### src/rtl/vector_lane_sequencer.sv
// Issue/writeback sequencer for one vector PE lane: for each packed word it reads
// the operands, runs the PE until pe_done, and writes the result back.
module vector_lane_sequencer #(
    parameter int VREG_W  = 5,
    parameter int IDX_W   = 5,
    parameter int TIMEOUT = 64
) (
    input  logic                      clk,
    input  logic                      reset,
    input  logic                      cmd_valid,
    output logic                      cmd_ready,
    input  logic [7:0]                cmd_op,
    input  logic [VREG_W-1:0]         cmd_vd,
    input  logic [VREG_W-1:0]         cmd_vs1,
    input  logic [VREG_W-1:0]         cmd_vs2,
    input  logic [IDX_W:0]            cmd_nwords,
    input  logic [9:0]                cmd_sew,
    input  logic [3:0]                cmd_vap,
    output logic                      busy,
    output logic                      cmd_done,
    output logic                      cmd_err,
    output logic [VREG_W+IDX_W-1:0]   rf_raddr_a,
    output logic [VREG_W+IDX_W-1:0]   rf_raddr_b,
    output logic [VREG_W+IDX_W-1:0]   rf_raddr_c,
    input  logic [31:0]               rf_rdata_a,
    input  logic [31:0]               rf_rdata_b,
    input  logic [31:0]               rf_rdata_c,
    output logic                      rf_we,
    output logic [VREG_W+IDX_W-1:0]   rf_waddr,
    output logic [31:0]               rf_wdata,
    output logic [7:0]                pe_instruction,
    output logic [9:0]                pe_sew,
    output logic [3:0]                pe_vap,
    output logic                      pe_start,
    output logic [31:0]               pe_opA,
    output logic [31:0]               pe_opB,
    output logic [31:0]               pe_opC,
    input  logic                      pe_done,
    input  logic [31:0]               pe_out,
    output logic [2:0]                state_dbg
);

    localparam int TW = $clog2(TIMEOUT + 1);

    typedef enum logic [2:0] {
        S_IDLE  = 3'd0,
        S_READ  = 3'd1,
        S_LATCH = 3'd2,
        S_RUN   = 3'd3,
        S_WB    = 3'd4,
        S_DONE  = 3'd5
    } state_t;

    state_t              state;
    logic [VREG_W-1:0]   vd_q;
    logic [VREG_W-1:0]   vs1_q;
    logic [VREG_W-1:0]   vs2_q;
    logic [IDX_W-1:0]    idx;
    logic [IDX_W-1:0]    last_idx;
    logic [TW-1:0]       tcnt;
    logic [IDX_W:0]      nwords_m1;
    logic [IDX_W-1:0]    idx_nxt;

    // Handshake: a command transfers on a clock edge where cmd_valid && cmd_ready.
    // cmd_ready is high only in IDLE, so cmd_valid while busy is simply not taken.
    assign cmd_ready = (state == S_IDLE);
    assign busy      = (state != S_IDLE);
    assign state_dbg = state;

    // nwords == 2^IDX_W gives last_idx = all-ones, so idx never has to wrap.
    assign nwords_m1 = cmd_nwords - (IDX_W + 1)'(1);
    assign idx_nxt   = idx + IDX_W'(1);

    always_ff @(posedge clk) begin
        if (!reset) begin
            state          <= S_IDLE;
            vd_q           <= '0;
            vs1_q          <= '0;
            vs2_q          <= '0;
            idx            <= '0;
            last_idx       <= '0;
            tcnt           <= '0;
            cmd_done       <= 1'b0;
            cmd_err        <= 1'b0;
            rf_raddr_a     <= '0;
            rf_raddr_b     <= '0;
            rf_raddr_c     <= '0;
            rf_we          <= 1'b0;
            rf_waddr       <= '0;
            rf_wdata       <= '0;
            pe_instruction <= '0;
            pe_sew         <= '0;
            pe_vap         <= '0;
            pe_start       <= 1'b0;
            pe_opA         <= '0;
            pe_opB         <= '0;
            pe_opC         <= '0;
        end else begin
            cmd_done <= 1'b0;
            rf_we    <= 1'b0;
            case (state)
                S_IDLE: begin
                    if (cmd_valid) begin
                        pe_instruction <= cmd_op;
                        pe_sew         <= cmd_sew;
                        pe_vap         <= cmd_vap;
                        vd_q           <= cmd_vd;
                        vs1_q          <= cmd_vs1;
                        vs2_q          <= cmd_vs2;
                        last_idx       <= nwords_m1[IDX_W-1:0];
                        idx            <= '0;
                        if (cmd_op > 8'h07) begin
                            cmd_err  <= 1'b1;
                            cmd_done <= 1'b1;
                            state    <= S_DONE;
                        end else if (cmd_nwords == '0) begin
                            cmd_err  <= 1'b0;
                            cmd_done <= 1'b1;
                            state    <= S_DONE;
                        end else begin
                            rf_raddr_a <= {cmd_vs1, {IDX_W{1'b0}}};
                            rf_raddr_b <= {cmd_vs2, {IDX_W{1'b0}}};
                            rf_raddr_c <= {cmd_vd, {IDX_W{1'b0}}};
                            state      <= S_READ;
                        end
                    end
                end
                S_READ: begin
                    state <= S_LATCH;
                end
                S_LATCH: begin
                    // Read data is valid now, one cycle after the address.
                    pe_opA   <= rf_rdata_a;
                    pe_opB   <= rf_rdata_b;
                    pe_opC   <= rf_rdata_c;
                    tcnt     <= '0;
                    pe_start <= 1'b1;
                    state    <= S_RUN;
                end
                S_RUN: begin
                    if (pe_done) begin
                        rf_wdata <= pe_out;
                        rf_waddr <= {vd_q, idx};
                        rf_we    <= 1'b1;
                        pe_start <= 1'b0;
                        state    <= S_WB;
                    end else if (tcnt == TW'(TIMEOUT - 1)) begin
                        pe_start <= 1'b0;
                        cmd_err  <= 1'b1;
                        cmd_done <= 1'b1;
                        state    <= S_DONE;
                    end else begin
                        tcnt <= tcnt + TW'(1);
                    end
                end
                S_WB: begin
                    if (idx == last_idx) begin
                        cmd_err  <= 1'b0;
                        cmd_done <= 1'b1;
                        state    <= S_DONE;
                    end else begin
                        idx        <= idx_nxt;
                        rf_raddr_a <= {vs1_q, idx_nxt};
                        rf_raddr_b <= {vs2_q, idx_nxt};
                        rf_raddr_c <= {vd_q, idx_nxt};
                        state      <= S_READ;
                    end
                end
                S_DONE: begin
                    cmd_err <= 1'b0;
                    state   <= S_IDLE;
                end
                default: begin
                    state <= S_IDLE;
                end
            endcase
        end
    end

endmodule

### config.mk
export PLATFORM = sky130hd
export DESIGN_NAME = vector_lane_sequencer
export DESIGN_NICKNAME = d
export VERILOG_FILES = /design/src/rtl/vector_lane_sequencer.sv
export SDC_FILE = /design/constraint.sdc
export NUM_CORES = 1
export LEC_CHECK = 0
export CAP_MARGIN = 0
export CORE_AREA = 2 2 146 148
export CTS_BUF_LIST = sky130_fd_sc_hd__clkbuf_2 sky130_fd_sc_hd__clkbuf_4 sky130_fd_sc_hd__clkbuf_8
export CTS_CLUSTER_DIAMETER = 50
export DETAILED_ROUTE_END_ITERATION = 7
export DIE_AREA = 0 0 148 150
export PLACE_DENSITY = 0.78
export REMOVE_ABC_BUFFERS = 1
export SLEW_MARGIN = 20
export SYNTH_ARGS = -nofsm -noshare
export SYNTH_HDL_FRONTEND = slang
export SYNTH_SLANG_ARGS = --single-unit
### constraint.sdc
create_clock -name clk -period 5.7 [get_ports clk]
set_input_delay 1.14 -clock clk [delete_from_list [all_inputs] [get_ports clk]]
set_output_delay 1.14 -clock clk [all_outputs]
set_load 0.01 [all_outputs]
# After elaboration in Yosys (flattened, before gate mapping)
# Index checks and enable logic that the tools add are counted.
totals:
  ff_bits: 229
  in_bits: 175
  out_inout_bits: 199
  wordCells: 104
op_classes:
  n_addsub: 3
  order_cmp: 1
  n_eq_ne: 17
  muxes: 46
  reduce_logical: 15
ops:
  columns: ["operator", "count"]
  rows:
  - ["two-way mux 10 bit", 12]
  - ["case mux 10 bit (2 select lines)", 3]
  - ["two-way mux 3 bit", 6]
  - ["!= test 2 bit, second input constant", 8]
  - ["two-way mux 1 bit", 15]
  - ["case mux 3 bit (5 select lines)", 1]
  - ["two-way mux 7 bit", 2]
  - ["case mux 7 bit (2 select lines)", 1]
  - ["two-way mux 5 bit", 2]
  - ["case mux 5 bit (2 select lines)", 1]
  - ["AND reduction 2 bit", 5]
  - ["greater-than comparator 8 x 3 -> 1 bit, second input constant", 1]
  - ["adder 7 x 1 -> 7 bit, second input constant", 1]
  - ["== test 7 x 6 -> 1 bit, second input constant", 1]
  - ["== test 3 x 2 -> 1 bit, second input constant", 2]
  - ["== test 3 bit, second input constant", 2]
  - ["logical NOT 6 bit", 1]
  - ["AND reduction 3 bit", 2]
  - ["AND reduction 6 bit", 1]
  - ["adder 5 x 1 -> 5 bit, second input constant", 1]
  - ["== test 5 bit", 1]
  - ["AND reduction 5 bit", 1]
  - ["subtractor 5 x 1 -> 5 bit, second input constant", 1]
  - ["case mux 1 bit (4 select lines)", 1]
  - ["other kinds (9)", 10]

# Longest topological paths before layout
# Gate-level depths: netlist of run 1.
depth:
  ltp_word: 5
  depth_mapped: 8
  ltp_nobuf: 7

# Least setup slack after synthesis of run 1
# OpenSTA, ideal clock, no wires.
synth_timing:
  path_kind: "input-to-reg"
  from: "input cmd_op[3]"
  to: "register rf_raddr_a[5]"
  setup_time_ps: 139
  arrival_ps: 2475
  required_ps: 5561
  slack_ps: 3086
  cell_stages: 5
  n_path_buf: 1
  path_cell_list: "or4_4 > a211o_4 > a21oi_4 > buf_12 > a211oi_2"
synth_via:
  elab_chain_cells: 3
synth_lines:
  columns: ["element", "line_no", "text"]
  rows:
  - ["start: declaration", "12", "input logic [7:0] cmd_op,"]
  - ["greater-than comparator 8 x 3 -> 1 bit", "112", "if (cmd_op > 8'h07) begin"]
  - ["!= test 2 bit (no line)", null, null]
  - ["AND reduction 5 bit (no line)", null, null]
  - ["end signal: assignment", "121", "rf_raddr_a <= {cmd_vs1, {IDX_W{1'b0}}};"]
  - ["end signal: assignment", "163", "rf_raddr_a <= {vs1_q, idx_nxt};"]
  - ["end: declaration", "22", "output logic [VREG_W+IDX_W-1:0] rf_raddr_a,"]
# No other way between the ends.
# A chain may end at the register's enable or synchronous reset.

# Worst setup path in the final report of run 1
layout_timing:
  from: "register state[0] (netlist: state_dbg[0])"
  to: "output busy"
layout_via:
  elab_chain_cells: 1
layout_lines:
  columns: ["element", "line_no", "text"]
  rows:
  - ["start: declaration", "54", "state_t state;"]
  - ["start signal: assignment", "76", "state <= S_IDLE;"]
  - ["start signal: assignment", "115", "state <= S_DONE;"]
  - ["start signal: assignment", "119", "state <= S_DONE;"]
  - ["nonzero test 3 bit", "67", "assign busy = (state != S_IDLE);"]
  - ["end: declaration", "19", "output logic busy,"]
# No other way between the ends.

==> impl_metrics.yaml, run 1 <==
drt:
  viasPerCell: 4.83
  postRouteAntennaNets: 0
  drc: 0
  routedWlPerCell_um: 15.7
  first_pass_iters: 4
  drt_iter0_markers: 408
  vias: 7939
  drt-total-wl_mm: 25.9
setup_path:
  worstPathArrival_ps: 2340
  cp-end-kind: "output port"
  critPathMaxStageDelay_ps: 630
  start_kind: "flop"
  cp_slowest_cell: "dfxtp_1"
  cp-endpoint: "busy"
  rrSetupSlack_ps: 3030
  startpoint: "state_dbg[0]"
  path_cells: "or2_0 -> nor2_4 -> inv_1 -> clkdlybuf4s50_1"
  cp.required_ps: 4560
  r2r-start: "state_dbg[0]"
  r2r_end: "idx[0]"
  crit_type: "reg2out"
  cp_max_fo: 14
  reg2reg_depth: 5
pwr:
  p_comb_share_pct: 25.4
  power_switching_uw: 1310
  power.leakage_uw: 0.00448
  internal_power_uw: 3090
  p_sw_share_pct: 29.7
  ir_drop_uv: 271
  power.density_mw_per_mm2: 343
  pwr-share-clk_pct: 33.6
  power_frac_seq_pct: 41.0
cts:
  cts_buffers: 37
  cts_tree: "yes"
  clock_sinks: 219
  htreeDepth: 2
  max-clock-path-buffers: 3
  cts_hold_buf: 0
  cts_root_buf: "clkbuf_8"
  post_cts_resized: 0
  worstSkewPairLatency_ps: 510
  cts.clk_slew.worst_paths_ps: 60
  post_cts.repair.setup_buffers: 0
placed_design:
  io_buffer_count: 373
  place.gp.congestion: 0.850
  placed_area_mm2: 0.0120
  pre_cts_ws_ps: 2110
  post-dp-hpwl_mm: 17.8
grt:
  use_met3_pct: 7.23
  grtUsageMet1_pct: 25.9
  grt_first_pass_wirelength_mm: 39.2
  antenna_found_initial: 1
  grt_pass1_vias: 7486
  overflow: 0
  grt_use_total_pct: 21.9
  use_met2_pct: 36.3
  top_usage_layer: "met2"
  grt_max_degree: 118
flow_run:
  drv_cap: 0
cells_and_area:
  drive_gt1_share_pct: 6.87
  mostFrequentLayoutCells: "clkdlybuf4s50_1 (373), nand2_1 (363), dfxtp_1 (219)"
  final_net_count: 1522
  areaGrowthSynthToFinish_pct: 54.9
  finalInstanceArea_mm2: 0.0128
  layout_commonest_cell: "clkdlybuf4s50_1"
yosys:
  ys_ff_latch: 219
  synthCells: 1009
  synth_area_mm2: 0.00826
  synth-edff-count: 0
  synthDistinctLibCells: 55
  avgSynthCellArea_um2: 8.19
  async_flop_share_pct: 0
  ys_top_cells_by_area: "dfxtp_1 (53%), nand2_1 (16%), a21oi_1 (12%), clkbuf_1 (2.2%), mux2i_1 (1.9%)"
  ys.flop_type: "dfxtp_1"
  yosysTopAreaCellShare_pct: 53.1
  ys_seq_area_share_pct: 53.1
  synth_warnings: 0
  synth_top_area_cell: "dfxtp_1"
timing:
  slew_viol_final: 0
  relSlewSlack_pct: 22.8
  skew_ps: 14.5
  fin_crit_ps: 3480
  hold_viol: 0
  finalCritPeriodShare_pct: 61.1
  finalSetupTns_ps: 0
  worst_slew_pin_slew_ps: 1160
  rsz0062_at_grt: "false"
  final-setup-viol-count: 0
  max_freq_mhz: 287
  setup_slack_ps: 2220
floorplan:
  io_pins: 374
  dieHeight_um: 150
  initial_utilization_pct: 39.9
  die_area_mm2: 0.0222
  row_count: 53
  die_w_um: 148
  core_area_mm2: 0.0207
hold_path:
  hold_path_class: "reg2reg"
status:
  status: "finished, final reports clean"
==> how the worst min path moves through the flow <==
| stage | cells past startpoint | startpoint | to | slack (ps) |
|---|---|---|---|---|
| 4_1_cts | 1 | tcnt[6] | tcnt[6] | 450 |
| 5_1_grt | 1 | tcnt[6] | tcnt[6] | 470 |
| 3_3_place_gp | 1 | tcnt[6] | tcnt[6] | 430 |
| 6_report | 1 | tcnt[6] | tcnt[6] | 450 |
| 2_1_floorplan | 1 | tcnt[6] | tcnt[6] | 420 |
| 3_5_place_dp | 1 | tcnt[6] | tcnt[6] | 440 |
==> cells by family after synthesis <==
group,share of synthesized area (%)
compound gates,17.3
xor+xnor,1.48
fa+ha+maj,0.454
buf+inv,5.19
flops,53.1
mux,1.94
simple gates,20.6
==> registers in the layout, indices dropped and copies added (netlist names), 3 cells and up <==
name            count
vs2_q               5
vs1_q               5
last_idx            5
rf_raddr_b          5
rf_waddr           10
pe_vap              4
vd_q                5
rf_wdata           32
state_dbg           3
pe_opB             32
pe_opC             32
idx                 5
rf_raddr_a         10
rf_raddr_c          5
pe_instruction      8
tcnt                7
pe_sew             10
pe_opA             32
==> power groups by stage <==
stage | combinational (uW) | sequential [uW] | clock [uW]
2_1_floorplan | 478 | 1890 | 0
3_3_place_gp | 1110 | 1830 | 0
3_5_place_dp | 1120 | 1840 | 0
4_1_cts | 1130 | 1800 | 1520
5_1_grt | 1210 | 1820 | 1590
6_report | 1120 | 1800 | 1480
==> through the flow <==
stage	hold slack, ps	util [%]	cells	power, uW
2_1_floorplan	423	-	929	2360
3_3_place_gp	430	58.0	1580	2940
3_5_place_dp	438	58.0	1580	2960
4_1_cts	449	61.9	1643	4450
5_1_grt	467	61.9	1644	4630
6_report	447	61.9	1644	4400
==> per-layer routing <==
metal  share of wire [%]  vias up
li1                    -     3994
met1                  40     3585
met2                  48      292
met3                 8.2       68
met4                 3.9        0
met5                   0        -
==> Yosys cell counts (5+ instances only) <==
cell type / n
inv_1: 7
clkbuf_1: 48
a21oi_1: 191
buf_4: 14
nand2_1: 363
mux2i_1: 16
buf_2: 11
a211oi_1: 15
o211a_1: 5
dfxtp_1: 219
xnor2_1: 8
xor2_1: 6
nand3_1: 15
a211oi_2: 6
nor2_1: 25
==> worst max-delay path, delay by kind of cell (launching register included) <==
family | cells | cell delay (ps)
AND/OR/NAND/NOR | 2 | 550
flip-flops | 1 | 630
buffers and inverters | 2 | 650
==> layout make-up <==
class	count	area (um^2)
sequential	219	4380
antenna	1	2.50
clock buffer	57	734
multi-input combinational	702	3470
fill	1802	7890
tap	275	344
timing repair buffer	376	3770
clock inverter	6	60.1
inverter	8	35.0
No activity file was read; power rests on OpenSTA's default activity.
==> run 2: changes to the inputs <==
- CORE_AREA: 2 2 146 148 -> not set
- CORE_MARGIN: not set -> 2
- CORE_UTILIZATION: not set -> 39
- DIE_AREA: 0 0 148 150 -> not set
- PLACE_DENSITY: 0.78 -> 0.79
- clock period: 5.7 -> 2.9 ns (I/O delays scaled with it)
==> impl_metrics.yaml, run 2 (synthesized netlist as in run 1, its figures left out) <==
drt:
  routedWlPerCell_um: 15.8
  drc: 0
  postRouteAntennaNets: 0
  first_pass_iters: 5
  drt-total-wl_mm: 26.3
  drt_iter0_markers: 318
  vias: 8136
  viasPerCell: 4.90
grt:
  overflow: 0
  grt_pass1_vias: 7693
  grt_use_total_pct: 22.2
  antenna_found_initial: 0
  grt_max_degree: 64
  grt_first_pass_wirelength_mm: 39.9
timing:
  whs_ps: 451
  skew_ps: 11.3
  max_freq_mhz: 360
  worst_slew_pin_slew_ps: 725
  hold_viol: 0
  relSlewSlack_pct: 51.5
  slew_viol_final: 0
  fin_crit_ps: 2780
  rsz0062_at_grt: "false"
  finalCritPeriodShare_pct: 95.8
  final-setup-viol-count: 0
cells_and_area:
  areaGrowthSynthToFinish_pct: 58.0
  final_core_util_pct: 62.5
  final.fill_count: 1807
  n_antenna_cell: 0
  drive_gt1_share_pct: 8.09
  finalInstanceArea_mm2: 0.0131
  mostFrequentLayoutCells: "clkdlybuf4s50_1 (373), nand2_1 (362), dfxtp_1 (219)"
  layout_commonest_cell: "clkdlybuf4s50_1"
  fin_cells: 1660
  final_net_count: 1539
cts:
  clock_sinks: 219
  cts_tree: "yes"
  max-clock-path-buffers: 3
  cts.clk_slew.worst_paths_ps: 60
  post_cts.repair.setup_buffers: 0
  cts_root_buf: "clkbuf_8"
  worstSkewPairLatency_ps: 500
  htreeDepth: 2
  cts_buffers: 39
pwr:
  ir_drop_uv: 474
  internal_power_uw: 6200
  power.density_mw_per_mm2: 674
  p_sw_share_pct: 29.6
  pwr-share-clk_pct: 33.5
  power.leakage_uw: 0.00462
  p_comb_share_pct: 26.2
  power_switching_uw: 2600
  power_frac_seq_pct: 40.3
status:
  status: "finished, final reports clean"
placed_design:
  dp_cells: 1595
  post-dp-hpwl_mm: 18.7
  placed_area_mm2: 0.0122
  io_buffer_count: 373
  place.gp.congestion: 0.830
setup_path:
  cp.required_ps: 2320
  cp_max_fo: 14
  cp-end-kind: "output port"
  worstPathArrival_ps: 2200
  start_kind: "flop"
  crit_type: "reg2out"
floorplan:
  initial_utilization_pct: 39.6
  die_w_um: 150
  core_area_mm2: 0.0209
  dieHeight_um: 150
  io_pins: 374
  die_area_mm2: 0.0224
  row_count: 53
hold_path:
  hold_path_class: "reg2reg"
flow_run:
  drv_cap: 0
[run 2: metal layers]
metal / global-route usage [%] / vias to the layer above / wire length (um)
met5: 0 / - / 0
met4: 8.81 / 0 / 1050
met3: 7.38 / 76 / 2280
met2: 38.0 / 294 / 12900
met1: 25.4 / 3734 / 10000
li1: - / 4032 / -
[run 2: worst max-delay path: stages (launching register included)]
cell	delay, ps
dfxtp_1	610
or2_1	340
nor2_4	120
inv_1	100
clkdlybuf4s50_1	540
[run 2: cell type report]
cell class	count	area, um^2	share of cell area [%]
Tap cell	275	344	2.64
Sequential cell	219	4380	33.6
Clock inverter	5	52.6	0.403
Timing Repair Buffer	391	4010	30.7
Multi-Input combinational cell	702	3470	26.6
Inverter	8	35.0	0.268
Clock buffer	60	757	5.80
[run 2: stage by stage]
step | setup TNS [ps] | total power, uW | setup slack, ps
after floorplan | -251160 | 4650 | -1490
after global placement | 0 | 5860 | 438
after detailed placement | 0 | 5910 | 369
after CTS | 0 | 8890 | 109
after global routing | 0 | 9240 | 9.69
final | 0 | 8800 | 121
[run 2: final timing paths]
kind | from | endpoint | slack (ps) | depth (start not counted)
max | state_dbg[0] | busy | 120 | 4
min reg2reg | pe_opB[20] | pe_opB[20] | 450 | 2
max reg2reg | state_dbg[0] | vs1_q[4] | 720 | 6
min | pe_opB[20] | pe_opB[20] | 450 | 2
[run 2: repair_timing]
item / 4_1_cts / 5_1_grt
endpoints found under the setup margin: 1 / 0
resized for setup: 1 / 0
hold buffers: 0 / 0
[run 2: power by group through the flow]
stage / clock [uW] / sequential [uW] / combinational [uW]
global route: 3150 / 3580 / 2500
floorplan: 0 / 3710 / 940
global placement: 0 / 3590 / 2270
detailed placement: 0 / 3610 / 2310
CTS: 3020 / 3550 / 2320
finish: 2950 / 3550 / 2310
==> run 3: changes to the inputs <==
--- a/config.mk
+++ b/config.mk
@@ -7,5 +7,4 @@
 export LEC_CHECK = 0
 export CAP_MARGIN = 0
-export CORE_MARGIN = 2
 export CORE_UTILIZATION = 39
 export CTS_BUF_LIST = sky130_fd_sc_hd__clkbuf_2 sky130_fd_sc_hd__clkbuf_4 sky130_fd_sc_hd__clkbuf_8
==> constraint.sdc (replaced) <==
create_clock -name clk -period 2.9 [get_ports clk]
set_input_delay 0.435 -clock clk [delete_from_list [all_inputs] [get_ports clk]]
set_output_delay 0.435 -clock clk [all_outputs]
set_load 0.01 [all_outputs]
==> impl_metrics.yaml, run 3 (synthesized netlist as in run 1, its figures left out) <==
status:
  status: "finished, final reports clean"
cts:
  htreeDepth: 2
  post_cts_resized: 0
  clock_sinks: 219
  cts.clk_slew.worst_paths_ps: 60
  cts_root_buf: "clkbuf_8"
  cts_tree: "yes"
  cts_hold_buf: 0
  max-clock-path-buffers: 3
  post_cts.repair.setup_buffers: 0
  worstSkewPairLatency_ps: 520
  cts_buffers: 39
setup_path:
  path_buf_inv: 1
  cp-end-kind: "output port"
  cp.required_ps: 2470
  path_depth: 3
  reg2reg_depth: 5
  rrSetupSlack_ps: 770
  worstPathArrival_ps: 2160
  path_cells: "or2_0 -> nor2_4 -> clkdlybuf4s50_1"
  cp_slowest_cell: "clkdlybuf4s50_1"
  cp_max_fo: 14
  critPathMaxStageDelay_ps: 590
  start_kind: "flop"
  crit_type: "reg2out"
  path_delay_family: "simple AND/OR/NAND/NOR gates"
floorplan:
  die_w_um: 148
  row_count: 52
  die_area_mm2: 0.0218
  core_area_mm2: 0.0205
  io_pins: 374
  initial_utilization_pct: 40.3
  dieHeight_um: 148
placed_design:
  io_buffer_count: 373
  post-dp-hpwl_mm: 18.5
  dp_cells: 1587
  place.gp.congestion: 0.840
  pre_cts_ws_ps: 421
cells_and_area:
  layout_commonest_cell: "clkdlybuf4s50_1"
  fin_cells: 1655
  final_net_count: 1536
  drive_gt1_share_pct: 8.02
  final_core_util_pct: 63.3
  mostFrequentLayoutCells: "clkdlybuf4s50_1 (373), nand2_1 (363), dfxtp_1 (218)"
  areaGrowthSynthToFinish_pct: 57.0
drt:
  viasPerCell: 4.92
  postRouteAntennaNets: 0
  first_pass_iters: 4
  vias: 8149
  drt_iter0_markers: 343
  drt-total-wl_mm: 26.4
  routedWlPerCell_um: 15.9
  drc: 0
timing:
  worst_slew_pin_slew_ps: 799
  finalCritPeriodShare_pct: 89.3
  skew_ps: 28.4
  max_freq_mhz: 386
  relSlewSlack_pct: 46.6
  final-setup-viol-count: 0
  fin_crit_ps: 2590
  slew_viol_final: 0
  setup_slack_ps: 310
  hold_viol: 0
  whs_ps: 450
  rsz0062_at_grt: "false"
grt:
  grt_first_pass_wirelength_mm: 41.0
  grt_pass1_vias: 7830
  overflow: 0
  grt_max_degree: 99
  grt_use_total_pct: 23.5
  antenna_found_initial: 0
pwr:
  ir_drop_uv: 449
  power.density_mw_per_mm2: 676
  power.leakage_uw: 0.00458
hold_path:
  whs_path_depth: 2
  hold_path_class: "reg2reg"
flow_run:
  drv_cap: 0
## run 3: cell count changes in the layout (fill, tap and decap cells not counted), sizes merged
cell	before	now
bufinv	1	0
clkbuf	60	64
clkinv	3	1
buf	18	15
clkinvlp	1	2
diode	0	1
## run 3: worst min-delay path, stage by stage (launching register included)
cell	delay [ps]
dfxtp_1	310
nand2_1	50
a21oi_1	50
## run 3: metal layers
metal  GRT usage [%]  vias up  share of wire (%)
li1                -     4017                  -
met1            27.8     3770                 40
met2            39.8      289                 49
met3            6.17       73                7.7
met4            11.1        0                4.0
met5               0        -                  0
## run 3: power breakdown
| part | switching [uW] | internal, uW |
|---|---|---|
| Sequential | 220 | 3330 |
| Clock | 1240 | 1720 |
| Combinational | 1170 | 1090 |
## run 3: final timing paths
check,startpoint,endpoint
worst max-delay path,state_dbg[0],cmd_ready
worst min-delay path,rf_waddr[4],rf_waddr[4]
worst max register to register,state_dbg[2],cmd_err
worst min register to register,rf_waddr[4],rf_waddr[4]
## run 3: area by class of cell
type                       count  area, um^2
timing repair buffer         388        3920
inverter                       8        35.0
fill                        1755        7530
tap                          270         338
multi-input combinational    702        3470
sequential                   219        4390
clock buffer                  64         793
clock inverter                 3        20.0
antenna                        1        2.50
## run 3: per-stage QoR
step / setup TNS (ps) / total power [uW] / cell area (um^2)
finish: 0 / 8770 / 13000
global route: 0 / 9200 / 13000
CTS: 0 / 8850 / 13000
detailed placement: 0 / 5870 / 12200
global placement: 0 / 5820 / 12200
floorplan: -235860 / 4650 / 7860
